--- src/rtl/crc_ccitt_pkg.sv ---
// Shared types and constants for the CRC-CCITT scheduler slice.
// Polynomial 0x1021, MSB-first, no reflection, no final XOR.
package crc_ccitt_pkg;

    localparam int CRC_W = 16;
    localparam logic [CRC_W-1:0] POLY = 16'h1021;

    typedef enum logic [1:0] {
        ARB    = 2'd0,
        LOAD   = 2'd1,
        SHIFT  = 2'd2,
        RESULT = 2'd3
    } sched_state_t;

    function automatic logic [CRC_W-1:0] crc_step(input logic [CRC_W-1:0] crc_cur,
                                                   input logic bit_in);
        logic fb;
        fb = crc_cur[CRC_W-1] ^ bit_in;
        return {crc_cur[CRC_W-2:0], 1'b0} ^ (fb ? POLY : '0);
    endfunction

endpackage

--- src/rtl/crc_ccitt_bit_engine.sv ---
// Bit-serial CRC-CCITT register: synchronous load of INIT, one LFSR step per
// enabled cycle. crc_nxt exposes the value the next shift will produce.
module crc_ccitt_bit_engine
    import crc_ccitt_pkg::*;
#(
    parameter logic [CRC_W-1:0] INIT = 16'h0000
) (
    input  logic             clk,
    input  logic             rst_n,
    input  logic             load,
    input  logic             shift_en,
    input  logic             bit_in,
    output logic [CRC_W-1:0] crc,
    output logic [CRC_W-1:0] crc_nxt
);

    assign crc_nxt = crc_step(crc, bit_in);

    always_ff @(posedge clk or negedge rst_n) begin
        if (!rst_n) begin
            crc <= '0;
        end else if (load) begin
            crc <= INIT;
        end else if (shift_en) begin
            crc <= crc_nxt;
        end
    end

endmodule

--- src/rtl/crc_ccitt_sched.sv ---
// Frame-level round-robin scheduler sharing one bit-serial CRC-CCITT engine
// between NREQ byte streams. Optional mid-frame timeout: CRC_SCHED_TIMEOUT_EN.
//
// state  | meaning
// -------+------------------------------------------------------------
// ARB    | pick next requester from ptr, load INIT into the engine
// LOAD   | req_ready to granted requester, wait for a byte
// SHIFT  | feed the byte MSB first, one bit per cycle (8 cycles)
// RESULT | present res_*, hold until res_ready
module crc_ccitt_sched
    import crc_ccitt_pkg::*;
#(
    parameter int               NREQ    = 2,
    parameter logic [CRC_W-1:0] INIT    = 16'h0000,
    parameter int               TIMEOUT = 16
) (
    input  logic                    clk,
    input  logic                    rst_n,
    input  logic [NREQ-1:0]         req_valid,
    input  logic [8*NREQ-1:0]       req_data,
    input  logic [NREQ-1:0]         req_last,
    output logic [NREQ-1:0]         req_ready,
    output logic                    res_valid,
    output logic [$clog2(NREQ)-1:0] res_id,
    output logic [CRC_W-1:0]        res_crc,
    output logic                    res_err,
    input  logic                    res_ready
);

    localparam int GW = $clog2(NREQ);
    localparam logic [NREQ-1:0] ONE = NREQ'(1);

    sched_state_t     state;
    logic [GW-1:0]    grant;
    logic [GW-1:0]    ptr;
    logic [GW-1:0]    arb_sel;
    logic [7:0]       sh;
    logic [2:0]       bcnt;
    logic             last_q;
    logic [7:0]       sel_data;
    logic             sel_last;
    logic             hs;
    logic             tmo_fire;
    logic [CRC_W-1:0] crc;
    logic [CRC_W-1:0] crc_nxt;

    always_comb begin
        int  idx;
        logic hit;
        idx     = 0;
        hit     = 1'b0;
        arb_sel = ptr;
        for (int i = 0; i < NREQ; i++) begin
            idx = int'(ptr) + i;
            if (idx >= NREQ) idx = idx - NREQ;
            if (!hit && req_valid[idx]) begin
                hit     = 1'b1;
                arb_sel = GW'(idx);
            end
        end
    end

    always_comb begin
        sel_data = '0;
        sel_last = 1'b0;
        for (int k = 0; k < NREQ; k++) begin
            if (grant == GW'(k)) begin
                sel_data = req_data[8*k +: 8];
                sel_last = req_last[k];
            end
        end
    end

    // req_ready is only ever one-hot at the grant while in LOAD
    assign hs = |(req_valid & req_ready);

    crc_ccitt_bit_engine #(
        .INIT(INIT)
    ) u_engine (
        .clk      (clk),
        .rst_n    (rst_n),
        .load     (state == ARB),
        .shift_en (state == SHIFT),
        .bit_in   (sh[7]),
        .crc      (crc),
        .crc_nxt  (crc_nxt)
    );

`ifdef CRC_SCHED_TIMEOUT_EN
    localparam logic [15:0] TMO_RLD = 16'(TIMEOUT - 1);

    logic [15:0] tmo_cnt;
    logic        tmo_arm;
    logic        res_err_q;

    assign tmo_arm  = (state == ARB && |req_valid)
                   || (state == SHIFT && bcnt == 3'd7 && !last_q)
                   || (state == LOAD && hs);
    assign tmo_fire = (state == LOAD) && !hs && (tmo_cnt == '0);

    always_ff @(posedge clk or negedge rst_n) begin
        if (!rst_n) begin
            tmo_cnt <= '0;
        end else if (tmo_arm) begin
            tmo_cnt <= TMO_RLD;
        end else if (state == LOAD && tmo_cnt != '0) begin
            tmo_cnt <= tmo_cnt - 16'd1;
        end
    end

    always_ff @(posedge clk or negedge rst_n) begin
        if (!rst_n) begin
            res_err_q <= 1'b0;
        end else if (tmo_fire) begin
            res_err_q <= 1'b1;
        end else if (state == RESULT && res_ready) begin
            res_err_q <= 1'b0;
        end
    end

    assign res_err = res_err_q;
`else
    logic unused_tmo;

    assign tmo_fire   = 1'b0;
    assign res_err    = 1'b0;
    assign unused_tmo = ^TIMEOUT;
`endif

    always_ff @(posedge clk or negedge rst_n) begin
        if (!rst_n) begin
            state     <= ARB;
            grant     <= '0;
            ptr       <= '0;
            sh        <= '0;
            bcnt      <= '0;
            last_q    <= 1'b0;
            req_ready <= '0;
            res_valid <= 1'b0;
            res_id    <= '0;
            res_crc   <= '0;
        end else begin
            case (state)
                ARB: begin
                    if (|req_valid) begin
                        grant     <= arb_sel;
                        req_ready <= ONE << arb_sel;
                        state     <= LOAD;
                    end
                end
                LOAD: begin
                    if (hs) begin
                        sh        <= sel_data;
                        last_q    <= sel_last;
                        bcnt      <= '0;
                        req_ready <= '0;
                        state     <= SHIFT;
                    end else if (tmo_fire) begin
                        req_ready <= '0;
                        res_valid <= 1'b1;
                        res_id    <= grant;
                        res_crc   <= crc;
                        state     <= RESULT;
                    end
                end
                SHIFT: begin
                    sh   <= {sh[6:0], 1'b0};
                    bcnt <= bcnt + 3'd1;
                    if (bcnt == 3'd7) begin
                        if (last_q) begin
                            res_valid <= 1'b1;
                            res_id    <= grant;
                            res_crc   <= crc_nxt;
                            state     <= RESULT;
                        end else begin
                            req_ready <= ONE << grant;
                            state     <= LOAD;
                        end
                    end
                end
                RESULT: begin
                    if (res_ready) begin
                        res_valid <= 1'b0;
                        ptr       <= (grant == GW'(NREQ - 1)) ? '0 : grant + 1'b1;
                        state     <= ARB;
                    end
                end
                default: state <= ARB;
            endcase
        end
    end

endmodule
--- config.mk ---
export PLATFORM = sky130hd
export DESIGN_NAME = crc_ccitt_sched
export DESIGN_NICKNAME = d
export VERILOG_FILES = /design/src/rtl/crc_ccitt_pkg.sv /design/src/rtl/crc_ccitt_bit_engine.sv /design/src/rtl/crc_ccitt_sched.sv
export SDC_FILE = /design/constraint.sdc
export NUM_CORES = 1
export LEC_CHECK = 0
export CELL_PAD_IN_SITES_DETAIL_PLACEMENT = 1
export CELL_PAD_IN_SITES_GLOBAL_PLACEMENT = 1
export CORE_MARGIN = 1
export CORE_UTILIZATION = 43
export CTS_BUF_LIST = sky130_fd_sc_hd__clkbuf_4
export DETAILED_ROUTE_END_ITERATION = 16
export GPL_ROUTABILITY_DRIVEN = 0
export PLACE_DENSITY = 0.86
export SETUP_SLACK_MARGIN = 0.02
export SYNTH_ARGS = -nofsm -noshare
export SYNTH_HDL_FRONTEND = slang
export SYNTH_SLANG_ARGS = --single-unit
export TNS_END_PERCENT = 20
--- constraint.sdc ---
create_clock -name clk -period 1.8 [get_ports clk]
set_clock_uncertainty 0.15 [all_clocks]
set_input_delay 0.27 -clock clk [delete_from_list [all_inputs] [get_ports clk]]
set_output_delay 0.27 -clock clk [all_outputs]
set_load 0.02 [all_outputs]
==> run metrics <==
EDFF count, synth 0; total CTS buffers 5; dpl cells between 300 and 400; synth unique cells 35; final setup margin 0.0851 ns; fillcell total 553; Antenna diodes 0; FP Rows 26; Power Density ~1200 nW/um^2; commonest cells in the netlist dfrtp_1 (52), nand2_1 (20), a22o_1 (17); Post-DP HPWL roughly 3600 um; switching power ~1.4 mW; Setup-failing EPs final 0; Global Route Usage Sum 19.6%; Post-Synthesis Cells approximately 190; Comb pwr share about two fifths; # H-tree levels 2; arrival time at the worst endpoint between 1.5 and 2 ns; status complete, no violations; Ys Warns 0; root buffer cell clkbuf_4; Final TNS setup 0 ns; via count about 1.6k; Port Buffers 42; DRC viols 0; Finished Core Util 56.8%; layout cells sized above 1 approximately 19%; crit-path max FO 19; post-synthesis cell area about 2300 um^2; final instance area slightly below 3000 um^2; die area approximately 5800 um^2; Top Ports between 40 and 50; Peak supply drop approximately 0.63 mV; post-place setup slack -0.0477 ns; Core Area 5170 um^2; drt pass-1 iters 4; crit share post-route between 90% and 100%; vias in the first global route 1732; DIE WIDTH 75.9 um; reg2reg end res_crc[15]$_DFFE_PN0P_; Worst-path clk slew around 0.15 ns; R2R setup slack around 0.085 ns; Mean Syn Cell Area 12.2 um^2; post-DR wirelength/cell 15.2 um; slowest CP cell dfrtp_1; largest net degree at the start of global routing 34; CP Cell Sequence ha_2 -> ha_1 -> nand3_2 -> buf_12 -> mux2_4; Max Buffers Root-to-Sink 2; TritonCTS Sinks 52; max_cap viols 0; crit path kind reg -> reg; Worst path max stage delay about 0.43 ns; reg-to-reg startpoint bcnt[0]$_DFFE_PN0P_; hold slack slightly above 0.2 ns; Synth top area share a little under three fifths; Seq/Total Area, Yosys 55.5%; non-filler cells in the finished layout about 310; Yosys reg bits between 50 and 60; most area-consuming cells after synthesis dfrtp_1 (55%), mux2_4 (9.6%), a22o_1 (6.3%); most numerous cell in the Yosys netlist dfrtp_1; Final Hold Vio Count 0; first-pass GRT wire length between 8000 and 9000 um; Layout area overhead 25.2%; dominant cell type by area after synthesis dfrtp_1; Starting Density between 40% and 50%; CTS tree built; Async S/R FF share, synth 100%; Leakage ~1.5 nW; Hold Crit Class in -> async; Switching Share around 38%; Worst Setup EP res_crc[15]$_DFFE_PN0P_; maximum clock rate a little under 0.6 GHz; gr ovfl total 0; max-slew violation count 0; fin nets between 200 and 300; Antenna Nets Post-Route 0; initial drt markers between 70 and 80; kind of end point of the critical path flop; Critical Path Start bcnt[0]$_DFFE_PN0P_; Main synth FF type dfrtp_1; Total Power about 3.6 mW; Flop pwr share a little under half; clk_lat worst skew 0.37 ns; DP Area 2880 um^2; initial antenna violation count 0; crit start category flop; Die Ht 75.9 um; min Tclk post-route 1.71 ns; Internal roughly 2.3 mW; RSZ-0062 raised after global routing no; Syn Nets between 200 and 250; Worst EP required 1.93 ns; worst reg2reg path depth 5; Clk network pwr share about 15%; routed vias/inst approximately 5.2; Total Wirelength ~4800 um
-- worst max-delay path: cells and delay by family, from the launching register on --
kind                       cells  cell delay [ns]
adders and majority gates      2             0.41
buffers and inverters          1             0.19
DFF                            1             0.43
muxes                          1             0.31
and+or+nand+nor                1             0.12
-- cells by family after synthesis --
| family | synth area share [%] |
|---|---|
| AOI/OAI and AO/OA | 15.5 |
| xor gates and xnor gates | 1.12 |
| adders and majority gates | 1.07 |
| buffers and inverters | 4.59 |
| DFF | 55.5 |
| muxes | 14.3 |
| other | 0.160 |
| and+or+nand+nor | 7.79 |
-- per-layer routing --
metal	wire length [um]	global-route usage [%]	vias up
met3	190	4.23	7
li1	-	-	778
met2	2360	33.4	41
met5	0	0	-
met1	2130	24.4	810
met4	72	7.20	0
-- area by class of cell --
type	instances	area [um^2]	area share, %
clock inverters	2	16.3	0.554
multi-input cells	124	941	32.0
well taps	70	87.6	2.98
flip-flops and latches	52	1300	44.3
repair buffers	56	536	18.2
inverters	3	11.3	0.383
clock buffers	6	45.0	1.53
-- worst min-delay path by stage --
stage          start                       to  slack [ns]  depth (start not counted)
2_1_floorplan  rst_n      bcnt[0]$_DFFE_PN0P_       -0.18                          0
3_3_place_gp   rst_n  res_crc[11]$_DFFE_PN0P_        0.09                          1
3_5_place_dp   rst_n  res_crc[12]$_DFFE_PN0P_        0.09                          1
4_1_cts        rst_n   res_crc[7]$_DFFE_PN0P_        0.20                          2
5_1_grt        rst_n  res_crc[12]$_DFFE_PN0P_        0.23                          2
6_report       rst_n  res_crc[10]$_DFFE_PN0P_        0.21                          2
-- sequential cells by signal, indices dropped and copies added (netlist names), 2 cells and up --
signal	count
req_ready	2
res_crc	16
u_engine.crc	16
state	2
sh	8
bcnt	3
-- what timing repair did --
| item | in CTS | in global routing |
|---|---|---|
| setup endpoints to repair | 34 | 2 |
| setup buffers | 0 | 1 |
| pin swaps | 1 | 1 |
| hold buffers | 1 | 0 |
| endpoints found under the hold margin | 19 | 0 |
| gates resized for setup | 21 | 2 |
| cloned | 0 | 0 |
-- power by group through the flow --
| stage | Clock [mW] | Combinational, mW | Sequential (mW) |
|---|---|---|---|
| final | 0.545 | 1.44 | 1.65 |
| after global routing | 0.608 | 1.61 | 1.68 |
| after CTS | 0.561 | 1.44 | 1.66 |
| after detailed placement | 0 | 1.46 | 1.68 |
| after global placement | 0 | 1.40 | 1.66 |
| after floorplan | 0 | 1.05 | 1.61 |
-- cells in the final DEF, fill, tap and decap left out --
master and n:
a22o_1 17, nor3_1 1, buf_2 1, inv_1 3, a211o_1 2, nor2b_2 1
and2b_4 1, dlygate4sd2_1 20, clkbuf_4 6, dlygate4sd3_1 1, dfrtp_1 52, a21oi_4 1
conb_1 1, mux2i_1 10, xnor2_1 2, nand2b_1 1, nor2_1 10, nor2b_1 1
a2111oi_1 1, a211oi_1 1, a21oi_1 10, a31oi_1 2, clkinvlp_4 1, o21ai_0 2
nand2_1 20, nand3_1 2, nand3_2 1, a21oi_2 1, mux2_2 1, clkdlybuf4s50_1 21
ha_2 1, mux2_4 15, nor2b_4 1, o21ai_1 15, buf_4 10, buf_12 3
clkinv_4 1, xor2_1 1, o211ai_1 1, ha_1 1
Power figures use the tool's default switching activity.
==> variant 1: new RTL, same flow settings <==
Set the parameter `NREQ` to 4 (it was 2).
--- a/src/rtl/crc_ccitt_sched.sv
+++ b/src/rtl/crc_ccitt_sched.sv
@@ -11,5 +11,5 @@
     import crc_ccitt_pkg::*;
 #(
-    parameter int               NREQ    = 2,
+    parameter int               NREQ    = 4,
     parameter logic [CRC_W-1:0] INIT    = 16'h0000,
     parameter int               TIMEOUT = 16
Ports: changed (5 resized); port bits go from 44 to 67. No check against the original RTL was run, so the function may have changed too.
==> variant 1 against the unedited design <==
The flow now finishes with violations (negative setup slack); power is 57% higher; via count up 52%; final area is 37% higher; synthesized area rose by 20%; wire length is 81% higher; critical path depth increased by 2; global-route usage up 6.3 points; setup slack worse by 0.16 ns; fmax decreased by 8.8%; combinational power is 99% higher; die area is 20% higher; sequential cell count is 5 higher; clock power rose by 73%; critical endpoint is now sh[6]; largest power group is now combinational cells.
==> variant 1: results (changes against the unedited design) <==
----------------------------------------------------
[Run status]
  Run status ... complete, but fails checks (was finished clean)
  Violations in the final reports ... negative setup slack

[Power]
  Leakage Power ... 1.89 nW (was 1.50 nW)
  Worst-case vdd ir drop ... 754 uV (was 633 uV)

[Placed design]
  Hpwl dp ... 5860 um (was 3610 um)
  Dpl cell area ... 3680 sq um (was 2880 sq um)
  Port bufs ... 65 (was 42)
  Post-placement cell count ... 411 (was 303)

[Clock network]
  Clock edge transition at the registers on the reported setup and hold paths ... 0.12 ns (was 0.15 ns)
  Clock insertion delay at the later pin of the skew report ... 0.42 ns (was 0.37 ns)
  Maximum level of the CTS H-tree ... 3 (was 2)
  Total clock buffers created by CTS ... 9 (was 5)

[STA]
  Minimum hold slack ... 0.232 ns (was 0.206 ns)
  Final setup vio count ... 4 (was 0)
  Post-route setup TNS ... -0.173 ns (was 0 ns)
  Final setup slack of the worst path ... -0.0796 ns (was 0.0851 ns)

[Routing]
  Via total after detailed routing ... 2493 (was 1636)
  Starting DRT DRC Count ... 175 (was 71)
  Post-detailed-route wirelength per cell ... 19.9 um (was 15.2 um)

[Global route]
  Global-route wire length before repair ... 13800 um (was 8290 um)
  Pin count of the biggest net entering global routing ... 58 (was 34)
  Vias in the first global route ... 2717 (was 1732)

[Synth]
  Number of distinct standard cells referenced by the synthesized netlist ... 44 (was 35)
  Area contributors post-synth ... sky130_fd_sc_hd__dfrtp_1 (50%), sky130_fd_sc_hd__mux2_2 (6.0%), sky130_fd_sc_hd__a22o_1 (5.6%) (was sky130_fd_sc_hd__dfrtp_1 (55%), sky130_fd_sc_hd__mux2_4 (9.6%), sky130_fd_sc_hd__a22o_1 (6.3%))
  Most common library cells after synthesis ... sky130_fd_sc_hd__dfrtp_1 (57), sky130_fd_sc_hd__nand2_1 (21), sky130_fd_sc_hd__a22o_1 (18), sky130_fd_sc_hd__nor2b_1 (18), sky130_fd_sc_hd__o21ai_0 (17) (was sky130_fd_sc_hd__dfrtp_1 (52), sky130_fd_sc_hd__nand2_1 (20), sky130_fd_sc_hd__a22o_1 (17), sky130_fd_sc_hd__mux2_4 (15), sky130_fd_sc_hd__o21ai_1 (14))
  Synthesized netlist net count ... 310 (was 218)
  Sequential fraction of the synthesis area ... 0.505 (was 0.555)

[Critical path]
  Delay of the slowest cell on the worst path ... 0.41 ns (was 0.43 ns)
  Worst-path cell with the longest stage delay ... sky130_fd_sc_hd__dfrtp_1 (unchanged)
  Peak fanout along the critical path ... 5 (was 19)
  Critical path data arrival time ... 2.00 ns (was 1.84 ns)
  Delay-heaviest family, CP ... compound AO/OA/AOI/OAI gates (was flip-flops)

[Finish]
  NumNets Final ... 400 (was 267)
  Share of post-route cells with drive strength above 1 ... 0.270 (was 0.185)

----------------------------------------------------
## variant 1: cell types whose count changed after synthesis, moves of 6 or more
cell,unedited run,this run
sky130_fd_sc_hd__nor2b_1,1,18
sky130_fd_sc_hd__mux2_4,15,0
sky130_fd_sc_hd__mux2_2,1,15
sky130_fd_sc_hd__o21ai_0,3,17
sky130_fd_sc_hd__o21ai_1,14,3
sky130_fd_sc_hd__a221oi_1,0,9
sky130_fd_sc_hd__nor3_1,1,10
sky130_fd_sc_hd__o22ai_1,0,8
sky130_fd_sc_hd__nor2_1,10,4
## variant 1: logic make-up (layout without fill, tap and decap cells)
family | count (synthesis) | count (layout) | share of synthesized area
other cells | 1 | 1 | 0.00133
buf+inv | 21 | 116 | 0.0350
compound gates | 85 | 85 | 0.212
flops | 57 | 57 | 0.505
fa+ha+maj | 6 | 6 | 0.0266
mux | 22 | 22 | 0.0850
xor+xnor | 3 | 3 | 0.00930
simple gates | 66 | 66 | 0.126
## variant 1: path summary, 6_finish.rpt
| kind | startpoint | to | cells after the start |
|---|---|---|---|
| worst min-delay path | rst_n | ptr[0] | 3 |
| min in group clk | res_crc[5] | res_crc[5] | 2 |
| worst max register to register | grant[1] | sh[6] | 7 |
| max in group asynchronous | rst_n | sh[5] | 3 |
| worst max-delay path | grant[1] | sh[6] | 7 |
| worst min register to register | res_crc[5] | res_crc[5] | 2 |
## variant 1: metal layers
metal,GRT usage,wire length [um],up-vias,part of all wire
met5,0,0,-,0
met4,0.0956,181,0,0.021
met3,0.0467,342,15,0.040
met2,0.444,4420,86,0.51
met1,0.325,3680,1245,0.43
li1,-,-,1147,-
## variant 1: final cells by class
type                       instances  area, sq um
inverter                           6         22.5
clock buffer                      10         75.1
fill                             669         2330
timing repair buffer              94          867
clock inverter                     6         58.8
sequential                        57         1430
multi-input combinational        183         1470
tap                               77         96.3
## variant 1: repair_timing
action,in CTS,in global routing
resized for setup,45,19
endpoints found under the setup margin,42,27
setup buffers,4,1
gates cloned,0,0
hold buffers,1,0
pin swaps,4,7
endpoints found under the hold margin,57,0
## variant 1: power by group
group          total (mW)  switching (mW)  internal [mW]  leakage [nW]
Combinational        2.87            1.59           1.28          1.06
Sequential           1.89           0.315           1.58         0.762
Clock               0.944           0.515          0.429        0.0698
## variant 1: worst register-to-register path: cells and delay by family (launching register included)
kind | cells | cell delay (ns)
AOI/OAI and AO/OA | 3 | 0.70
adders and majority gates | 1 | 0.19
buffers and inverters | 2 | 0.23
and+or+nand+nor | 1 | 0.07
DFF | 1 | 0.41
==> variant 2: new RTL, same settings <==
Without the edit above. Re-encode `sched_state_t` (4 states) as one-hot, 4 bits wide.
--- a/src/rtl/crc_ccitt_pkg.sv
+++ b/src/rtl/crc_ccitt_pkg.sv
@@ -6,9 +6,9 @@
     localparam logic [CRC_W-1:0] POLY = 16'h1021;
 
-    typedef enum logic [1:0] {
-        ARB    = 2'd0,
-        LOAD   = 2'd1,
-        SHIFT  = 2'd2,
-        RESULT = 2'd3
+    typedef enum logic [3:0] {
+        ARB    = 4'b0001,
+        LOAD   = 4'b0010,
+        SHIFT  = 4'b0100,
+        RESULT = 4'b1000
     } sched_state_t;
 
Function: no difference found for any inputs over 10 cycles, from zero or initial values and one cycle with rst_n low; not proved beyond that.
==> variant 2 against the unedited design <==
Clock power is 27% higher; wire length increased by 80%; sequential cell count rose by 2; final area rose by 15%; power increased by 16%; the run now ends with negative setup slack left; core utilization is 7.1 points higher; global-route usage rose by 10 points; synthesized area grew 3.4%; largest cell class unchanged; cell count up 21%; largest power group is now combinational cells; setup slack lost 0.46 ns; critical path type unchanged.
==> variant 2: results (changes against the unedited design) <==
----------------------------------------------------
[Synth]
  Sequential fraction of the synthesis area ... 0.558 (was 0.555)
  Arithmetic-cell share of the synthesized area counting full adders, half adders and majority gates ... 0.0103 (was 0.0107)
  Compound-gate portion of the synthesized area ... 0.151 (was 0.155)
  Area contributors post-synth ... sky130_fd_sc_hd__dfrtp_1 (55%), sky130_fd_sc_hd__nand2_1 (10%), sky130_fd_sc_hd__a22o_1 (6.9%) (was sky130_fd_sc_hd__dfrtp_1 (55%), sky130_fd_sc_hd__mux2_4 (9.6%), sky130_fd_sc_hd__a22o_1 (6.3%))
  Synthesized netlist net count ... 259 (was 218)

[Placed design]
  Hpwl dp ... 4350 um (was 3610 um)
  Worst Setup Slack post-DPL ... -0.195 ns (was -0.0477 ns)

[Finish]
  Area taken by multi-input logic gates ... 1060 sq um (was 941 sq um)
  Non-clock buffer share of cell area ... 0.231 (was 0.182)
  NumNets Final ... 334 (was 267)
  Comb_multi_in ... 162 (was 124)
  Summed area of non-filler cells in the final layout ... 3370 sq um (was 2940 sq um)
  Clock network area share ... 0.0227 (was 0.0209)

[STA]
  Post-route setup TNS ... -7.18 ns (was 0 ns)
  Final setup vio count ... 49 (was 0)
  Final setup slack of the worst path ... -0.374 ns (was 0.0851 ns)

[Routing]
  DR vias/cell ... 5.79 (was 5.23)
  Via total after detailed routing ... 2196 (was 1636)

[Global route]
  Pin count of the biggest net entering global routing ... 55 (was 34)
  Vias in the first global route ... 2447 (was 1732)
  All-Layer GR Usage ... 0.298 (was 0.196)
  Global-route wire length before repair ... 13400 um (was 8290 um)
  Global-route met3 utilization ... 0.0429 (was 0.0423)

[Run status]
  Run status ... complete, but fails checks (was finished clean)
  Violations in the final reports ... negative setup slack

[Power]
  Clock network fraction of design power ... 0.165 (was 0.150)
  Sequential power share ... 0.386 (was 0.454)

[Critical path]
  Delay-heaviest family, CP ... simple AND/OR/NAND/NOR gates (was flip-flops)
  Critical path data arrival time ... 2.32 ns (was 1.84 ns)

[Clock network]
  Clock insertion delay at the later pin of the skew report ... 0.39 ns (was 0.37 ns)

----------------------------------------------------
[variant 2: how the worst max path moves through the flow]
stage            startpoint      endpoint
6_report           state[2]  req_ready[1]
5_1_grt            state[2]  req_ready[1]
4_1_cts            state[0]  req_ready[1]
3_5_place_dp   req_valid[0]  req_ready[1]
3_3_place_gp       state[0]  req_ready[1]
2_1_floorplan      state[0]  req_ready[1]
[variant 2: what timing repair did]
item | CTS | global route
endpoints found under the hold margin | 54 | 0
pin swaps | 7 | 3
buffers inserted | 7 | 3
gates cloned | 5 | 0
setup endpoints to repair | 70 | 53
resized for setup | 46 | 12
hold buffers | 1 | 0
[variant 2: layer usage]
layer / part of all wire / up-vias
met2: 0.53 / 68
met5: 0 / -
met4: 0.025 / 0
met3: 0.039 / 18
met1: 0.41 / 1151
li1: - / 959
[variant 2: tightest hold or removal path: stages]
cell	delay, ns
sky130_fd_sc_hd__dlygate4sd3_1	0.53
sky130_fd_sc_hd__buf_2	0.12
sky130_fd_sc_hd__buf_12	0.26
